==> src/rtl/sr_cmd_pkg.sv <==
// rtl/sr_cmd_pkg.sv - shared encodings and defaults for the SR command generator
package sr_cmd_pkg;

  typedef enum logic [1:0] {
    IDLE_LO = 2'd0,
    QUAL_HI = 2'd1,
    IDLE_HI = 2'd2,
    QUAL_LO = 2'd3
  } db_state_e;

  localparam int DEF_DB_CYCLES  = 4;
  localparam int DEF_CNT_W      = 5;
  localparam int CONFLICT_CNT_W = 8;

endpackage

==> src/rtl/sr_debounce_ch.sv <==
// rtl/sr_debounce_ch.sv - one request channel: 2-flop synchroniser, debounce FSM, rise strobe
module sr_debounce_ch
  import sr_cmd_pkg::*;
#(
  parameter int DB_CYCLES = DEF_DB_CYCLES,
  parameter int CNT_W     = DEF_CNT_W
) (
  input  logic clk,
  input  logic rst,
  input  logic raw,
  output logic stable,
  output logic rise_evt
);

  if (DB_CYCLES < 1 || DB_CYCLES > (2 ** CNT_W) - 1) begin : g_bad_db_cycles
    $error("DB_CYCLES must lie in 1..2**CNT_W-1");
  end

  localparam logic [CNT_W-1:0] DB_VAL  = CNT_W'(DB_CYCLES);
  localparam logic [CNT_W-1:0] CNT_ONE = CNT_W'(1);

  logic            sync1_q, sync1_d;
  logic            sync2_q, sync2_d;
  db_state_e       state_q, state_d;
  logic [CNT_W-1:0] cnt_q, cnt_d;

  always_comb begin
    sync1_d  = raw;
    sync2_d  = sync1_q;
    state_d  = state_q;
    cnt_d    = cnt_q;
    rise_evt = 1'b0;
    case (state_q)
      IDLE_LO: begin
        if (sync2_q) begin
          state_d = QUAL_HI;
          cnt_d   = CNT_ONE;
        end
      end
      QUAL_HI: begin
        if (!sync2_q) begin
          state_d = IDLE_LO;
          cnt_d   = '0;
        end else if (cnt_q == DB_VAL) begin
          state_d  = IDLE_HI;
          cnt_d    = '0;
          rise_evt = 1'b1;
        end else begin
          cnt_d = cnt_q + CNT_ONE;
        end
      end
      IDLE_HI: begin
        if (!sync2_q) begin
          state_d = QUAL_LO;
          cnt_d   = CNT_ONE;
        end
      end
      QUAL_LO: begin
        if (sync2_q) begin
          state_d = IDLE_HI;
          cnt_d   = '0;
        end else if (cnt_q == DB_VAL) begin
          state_d = IDLE_LO;
          cnt_d   = '0;
        end else begin
          cnt_d = cnt_q + CNT_ONE;
        end
      end
      default: begin
        state_d = IDLE_LO;
        cnt_d   = '0;
      end
    endcase
  end

  always_ff @(posedge clk) begin
    if (rst) begin
      sync1_q <= 1'b0;
      sync2_q <= 1'b0;
      state_q <= IDLE_LO;
      cnt_q   <= '0;
    end else begin
      sync1_q <= sync1_d;
      sync2_q <= sync2_d;
      state_q <= state_d;
      cnt_q   <= cnt_d;
    end
  end

  // Accepted level is high while idling high or while a fall is still being qualified.
  assign stable = (state_q == IDLE_HI) || (state_q == QUAL_LO);

endmodule

==> src/rtl/sr_cmd_gen.sv <==
// rtl/sr_cmd_gen.sv - debounced, mutually exclusive s/r pulse generator; SR_CMD_CONFLICT_CNT_EN adds conflict_cnt
module sr_cmd_gen
  import sr_cmd_pkg::*;
#(
  parameter int DB_CYCLES = DEF_DB_CYCLES,
  parameter int CNT_W     = DEF_CNT_W,
  parameter int SET_WINS  = 0
) (
  input  logic clk,
  input  logic rst,
  input  logic set_req,
  input  logic clr_req,
  input  logic en,
  output logic s,
  output logic r,
  output logic set_lvl,
  output logic clr_lvl,
  output logic conflict
`ifdef SR_CMD_CONFLICT_CNT_EN
  ,
  output logic [CONFLICT_CNT_W-1:0] conflict_cnt
`endif
);

  localparam logic SW = (SET_WINS != 0);

  logic set_rise, clr_rise;
  logic s_q, s_d;
  logic r_q, r_d;
  logic conflict_q, conflict_d;

  sr_debounce_ch #(.DB_CYCLES(DB_CYCLES), .CNT_W(CNT_W)) u_set_ch (
    .clk      (clk),
    .rst      (rst),
    .raw      (set_req),
    .stable   (set_lvl),
    .rise_evt (set_rise)
  );

  sr_debounce_ch #(.DB_CYCLES(DB_CYCLES), .CNT_W(CNT_W)) u_clr_ch (
    .clk      (clk),
    .rst      (rst),
    .raw      (clr_req),
    .stable   (clr_lvl),
    .rise_evt (clr_rise)
  );

  // The losing channel is masked so the flip-flop never sees s and r together.
  always_comb begin
    s_d        = en & set_rise & ~(clr_rise & ~SW);
    r_d        = en & clr_rise & ~(set_rise & SW);
    conflict_d = en & set_rise & clr_rise;
  end

  always_ff @(posedge clk) begin
    if (rst) begin
      s_q        <= 1'b0;
      r_q        <= 1'b0;
      conflict_q <= 1'b0;
    end else begin
      s_q        <= s_d;
      r_q        <= r_d;
      conflict_q <= conflict_d;
    end
  end

  assign s        = s_q;
  assign r        = r_q;
  assign conflict = conflict_q;

`ifdef SR_CMD_CONFLICT_CNT_EN
  logic [CONFLICT_CNT_W-1:0] ccnt_q, ccnt_d;

  always_comb begin
    ccnt_d = ccnt_q;
    if (conflict_q && (ccnt_q != '1)) begin
      ccnt_d = ccnt_q + CONFLICT_CNT_W'(1);
    end
  end

  always_ff @(posedge clk) begin
    if (rst) begin
      ccnt_q <= '0;
    end else begin
      ccnt_q <= ccnt_d;
    end
  end

  assign conflict_cnt = ccnt_q;
`endif

endmodule

==> config.mk <==
export PLATFORM = sky130hd
export DESIGN_NAME = sr_cmd_gen
export DESIGN_NICKNAME = d
export VERILOG_FILES = /design/src/rtl/sr_cmd_pkg.sv /design/src/rtl/sr_debounce_ch.sv /design/src/rtl/sr_cmd_gen.sv
export SDC_FILE = /design/constraint.sdc
export NUM_CORES = 1
export LEC_CHECK = 0
export BUFFER_PORTS_ARGS = -buffer_cell sky130_fd_sc_hd__buf_2
export CAP_MARGIN = 25
export CELL_PAD_IN_SITES_DETAIL_PLACEMENT = 1
export CELL_PAD_IN_SITES_GLOBAL_PLACEMENT = 1
export CORE_ASPECT_RATIO = 2
export CORE_MARGIN = 10
export CORE_UTILIZATION = 38
export CTS_BUF_LIST = sky130_fd_sc_hd__clkbuf_8
export DETAILED_ROUTE_END_ITERATION = 8
export GPL_TIMING_DRIVEN = 0
export HOLD_SLACK_MARGIN = 0.02
export PLACE_DENSITY_LB_ADDON = 0.1
export SYNTH_ARGS = -nofsm -noshare
export SYNTH_HDL_FRONTEND = slang
export SYNTH_SLANG_ARGS = --single-unit
==> constraint.sdc <==
create_clock -name clk -period 3.8 [get_ports clk]
set_clock_uncertainty 0.1 [all_clocks]
set_input_delay 0.76 -clock clk [delete_from_list [all_inputs] [get_ports clk]]
set_output_delay 0.76 -clock clk [all_outputs]
set_load 0.03 [all_outputs]
Word level (Yosys, flattened, before mapping)
Cells that the tools add are included.

Eq/ne operators: 16. $add $sub $neg: 2. Bitwise gates (word level): 5. Reduce and logical (&&, ||, !) cells: 8. Muxes and demuxes: 32.

Operator list (count): $mux W5 (10); $pmux W5 S4 (2); $mux W2 (12); $pmux W2 S4 (2); $add A5 B1 Y5 const B (2); $eq A5 B3 Y1 const B (2); $eq A2 B2 Y1 const B (4); $reduce_and A4 Y1 (2); $mux W1 (6); $ne A3 B1 Y1 const B (2); $ne A3 B3 Y1 const B (2); $and A1 B1 Y1 (4); $eq A2 B1 Y1 const B (2); $logic_not A2 Y1 (2); $ne A2 B1 Y1 const B (2); $ne A2 B2 Y1 const B (2); $reduce_and A2 Y1 (2); $logic_or A1 B1 Y1 (2); $not A1 Y1 (1).

Bits in registers: 21. Input port bits: 5. Output and inout port bits: 5. Logic and storage cells: 74.

Longest topological paths before layout
Depth after elaboration: 6. Depth in mapped cells: 5. Gate-level depth less buffers: 5.

Modules after synthesis
From an unflattened synthesis, not the netlist that was laid out.

Cells, all modules: 108. Area total of the unflattened synthesis: 1054.8 µm².

By module, submodules not included: sr_debounce_ch (cells each 51, area an instance 480.5 µm², sequential area each 180.2 µm², instances 2); sr_cmd_gen (cells each 6, area an instance 93.8 µm², sequential area each 60.1 µm², instances 1).

Least setup slack after synthesis
OpenSTA, ideal clock, no wires.

Path kind: input to register. From: in rst. To: reg u_set_ch.cnt_q[3]. Data required time: 3637 ps. Cell stages on the path: 3. Setup time: 63 ps. Buffers on the path: 1. Slack: 2158 ps. Arrival time: 1480 ps. Cells stage by stage: buf_2 > or4_1 > nand3_1.

RTL lines: from (decl) (line sr_cmd_gen.sv:10) `input logic rst,`; to (signal assigned) (line sr_debounce_ch.sv:86) `cnt_q <= cnt_d;`; to (decl) (line sr_debounce_ch.sv:25) `logic [CNT_W-1:0] cnt_q, cnt_d;`.

==> run metrics <==
Finished Layout Cells=149; Synth warnings=0; ys async rst share=0%; TritonCTS clock tree=built; DRT iter0 DRCs=10; drt first pass iters=4; crit share post-route=51.9%; Clock Power Share=36.8%; synthesized flop and latch total=21; Buffers on Ports=9; dpl ws=1.94 ns; Clock Tree Buf Depth=2; GRT overflow=0; Skew-Pair Late Insertion Delay=0.26 ns; die height=92.6 µm; Pint=0.304 mW; xor/xnor cell area share of the yosys netlist=6.13%; P_sw=0.0891 mW; Die ar.=5210 µm²; post-DR wirelength/cell=16.1 µm; combinational fraction of design power=5.4%; compound-gate portion of the synthesized area=10.6%; EDFF count, synth=0; Die Width=56.3 µm; share of layout cells above drive strength 1=14.9%; most frequent cells in the layout=21 x dfxtp_1, 11 x buf_2, 11 x nand3_1, 9 x nor2b_1, 7 x inv_1; unique cell type count in the Yosys netlist=33; Final Critical Period=1.97 ns; min-delay src=u_clr_ch.sync1_q; VDD IR max=0.000169 V; setup violators final=0; crit path kind=flip-flop to primary output; Avg Inst Size Synth=9.27 µm²; cell count of the worst reg-to-reg path=3; met1 WL=861 µm; WP data required=2.94 ns; largest family of logic cells by synthesized area=simple AND/OR/NAND/NOR gates; Tightest Pin Transition=0.649 ns; Fin Setup TNS=0 ns; crit path capture type=primary output; Clock Sinks=21; global-route wire length before repair=4170 µm; Max-cap violations=0; Total GRT Usage=9.69%; Slew Limit Fails=0; clk slew on worst S/H paths=0.08 ns; largest net degree at the start of global routing=12; Starting Density=39.4%; top layer in use=met4; vias=853; endpoints failing hold=0; cts repair resizes=0; residual DRC count=0; Cell Pwr Density=349 nW/µm²; Crit Path Max Fanout=5; simple logic cell fraction of the synthesized area=31.0%; Syn Inst Count=108; vias in the first global route=921; WL met2=1370 µm; H-tree depth=1; antenna violations before repair=0; FF/Latch Area=420 µm²; mux share of post-synthesis cell area=0%; Worst setup SP type=flip-flop; Post-CTS Setup Bufs=0; TritonCTS Buffers=3; gp weighted congestion=0.814; share of power burned in registers=57.7%; worst setup path endpoint=set_lvl; sequential fraction of the synthesis area=42.0%; Top Ports=10; worst min path class=flip-flop to flip-flop; RR Startpoint=u_set_ch.sync2_q; CORE AREA=2540 µm²; Synth Flop Type=dfxtp_1; switching share of power=22.7%; flop2flop setup slack=2.27 ns; Hold Buf Count CTS=0; Post-Syn Area=1000 µm²; fmax=507 MHz; placed insts=145; Reg-to-Reg End=u_set_ch.cnt_q[4]; status=completed; metal3 WL=48 µm; Routed Wire Length=2390 µm; Post-DP HPWL=1930 µm; most common cell after layout, fill and taps aside=dfxtp_1; via density per instance=5.72; leakage power=0.430 nW; Clk Tree Root Cell=clkbuf_8; worst path arrival time=1.11 ns; Setup WS post-layout=1.83 ns; DRT antenna net count=0; Worst slew margin=56.4%; Syn Nets=117; RSZ-0062 raised after global routing=no; row count=26; footprint of the multi-input gates=528 µm²; Post-Synth Adder-Cell Area=5.00%; nets=131; Layout fillers=318; P&R area growth vs syn=12.5%; antenna cell count=0
cell usage after synthesis (2+ instances only):
cell / count / share of area [%]
dfxtp_1: 21 / 42
xnor2_1: 2 / 1.8
nand3_1: 11 / 5.5
nor3b_1: 2 / 1.5
o41ai_1: 2 / 1.8
a21oi_1: 6 / 3.0
o21ai_0: 2 / 1.0
nor2_1: 3 / 1.1
and4bb_2: 2 / 2.5
buf_2: 2 / 1.0
buf_1: 2 / 0.75
nand2_1: 2 / 0.75
a211oi_1: 2 / 1.5
ha_1: 4 / 5.0
xor2_1: 5 / 4.4
o22ai_1: 2 / 1.2
nor2b_1: 9 / 5.6
nand4b_1: 3 / 2.6
inv_1: 6 / 2.2
nand3b_1: 3 / 2.2
nand4_1: 5 / 3.1
stage by stage:
step           hold WS (ns)  util [%]  total power, mW  area [µm²]
2_1_floorplan         0.314         -            0.245        1000
3_3_place_gp          0.326      42.6            0.253        1080
3_5_place_dp          0.331      42.6            0.254        1080
4_1_cts               0.348      44.4            0.397        1130
5_1_grt               0.365      44.4            0.409        1130
6_report              0.342      44.4            0.393        1130
power by group through the flow:
stage               Combinational, mW  Sequential [mW]  Clock, mW
floorplan                      0.0144            0.231          0
global placement               0.0210            0.232          0
detailed placement             0.0216            0.232          0
CTS                            0.0217            0.227      0.149
global route                   0.0241            0.227      0.158
finish                         0.0212            0.227      0.145
state kept, by name, summed over array words and instances, names as in the netlist, named ones only:
| signal | count |
|---|---|
| u_set_ch.sync2_q | 1 |
| u_clr_ch.sync2_q | 1 |
| u_clr_ch.sync1_q | 1 |
| u_set_ch.state_q | 1 |
| conflict | 1 |
| u_set_ch.cnt_q | 5 |
| u_clr_ch.cnt_q | 5 |
| s | 1 |
| u_clr_ch.state_q | 1 |
| u_set_ch.sync1_q | 1 |
| r | 1 |
logic make-up after synthesis:
group / Yosys count
AND/OR/NAND/NOR: 48
adder cells (fa/ha/maj): 4
buffers and inverters: 12
AO/OA/AOI/OAI: 16
XOR/XNOR: 7
flip-flops: 21
routing by layer:
| metal | track usage, % | vias up |
|---|---|---|
| met1 | 8.65 | 421 |
| met4 | 6.45 | 0 |
| li1 | - | 413 |
| met3 | 2.33 | 9 |
| met2 | 18.3 | 10 |
| met5 | 0 | - |
area by class of cell:
type	instances	area share, %
inverters	6	2.00
clock inverters	1	0.333
repair buffers	9	4.00
well taps	28	3.11
plain buffers	6	2.67
multi-input cells	75	46.9
clock buffers	3	3.67
flip-flops and latches	21	37.3
worst min path at each step:
| stage | slack, ns | end | cells after the start |
|---|---|---|---|
| finish | 0.34 | u_clr_ch.sync2_q | 1 |
| CTS | 0.35 | u_clr_ch.sync2_q | 1 |
| global placement | 0.33 | u_clr_ch.sync2_q | 1 |
| detailed placement | 0.33 | u_clr_ch.sync2_q | 1 |
| global route | 0.37 | u_clr_ch.sync2_q | 1 |
| floorplan | 0.31 | u_clr_ch.sync2_q | 1 |
worst max-delay path: stages (launching register included):
cell	delay (ns)
dfxtp_1	0.43
dlygate4sd1_1	0.23
buf_2	0.19
Note: power is estimated with default switching activity, not from simulation.
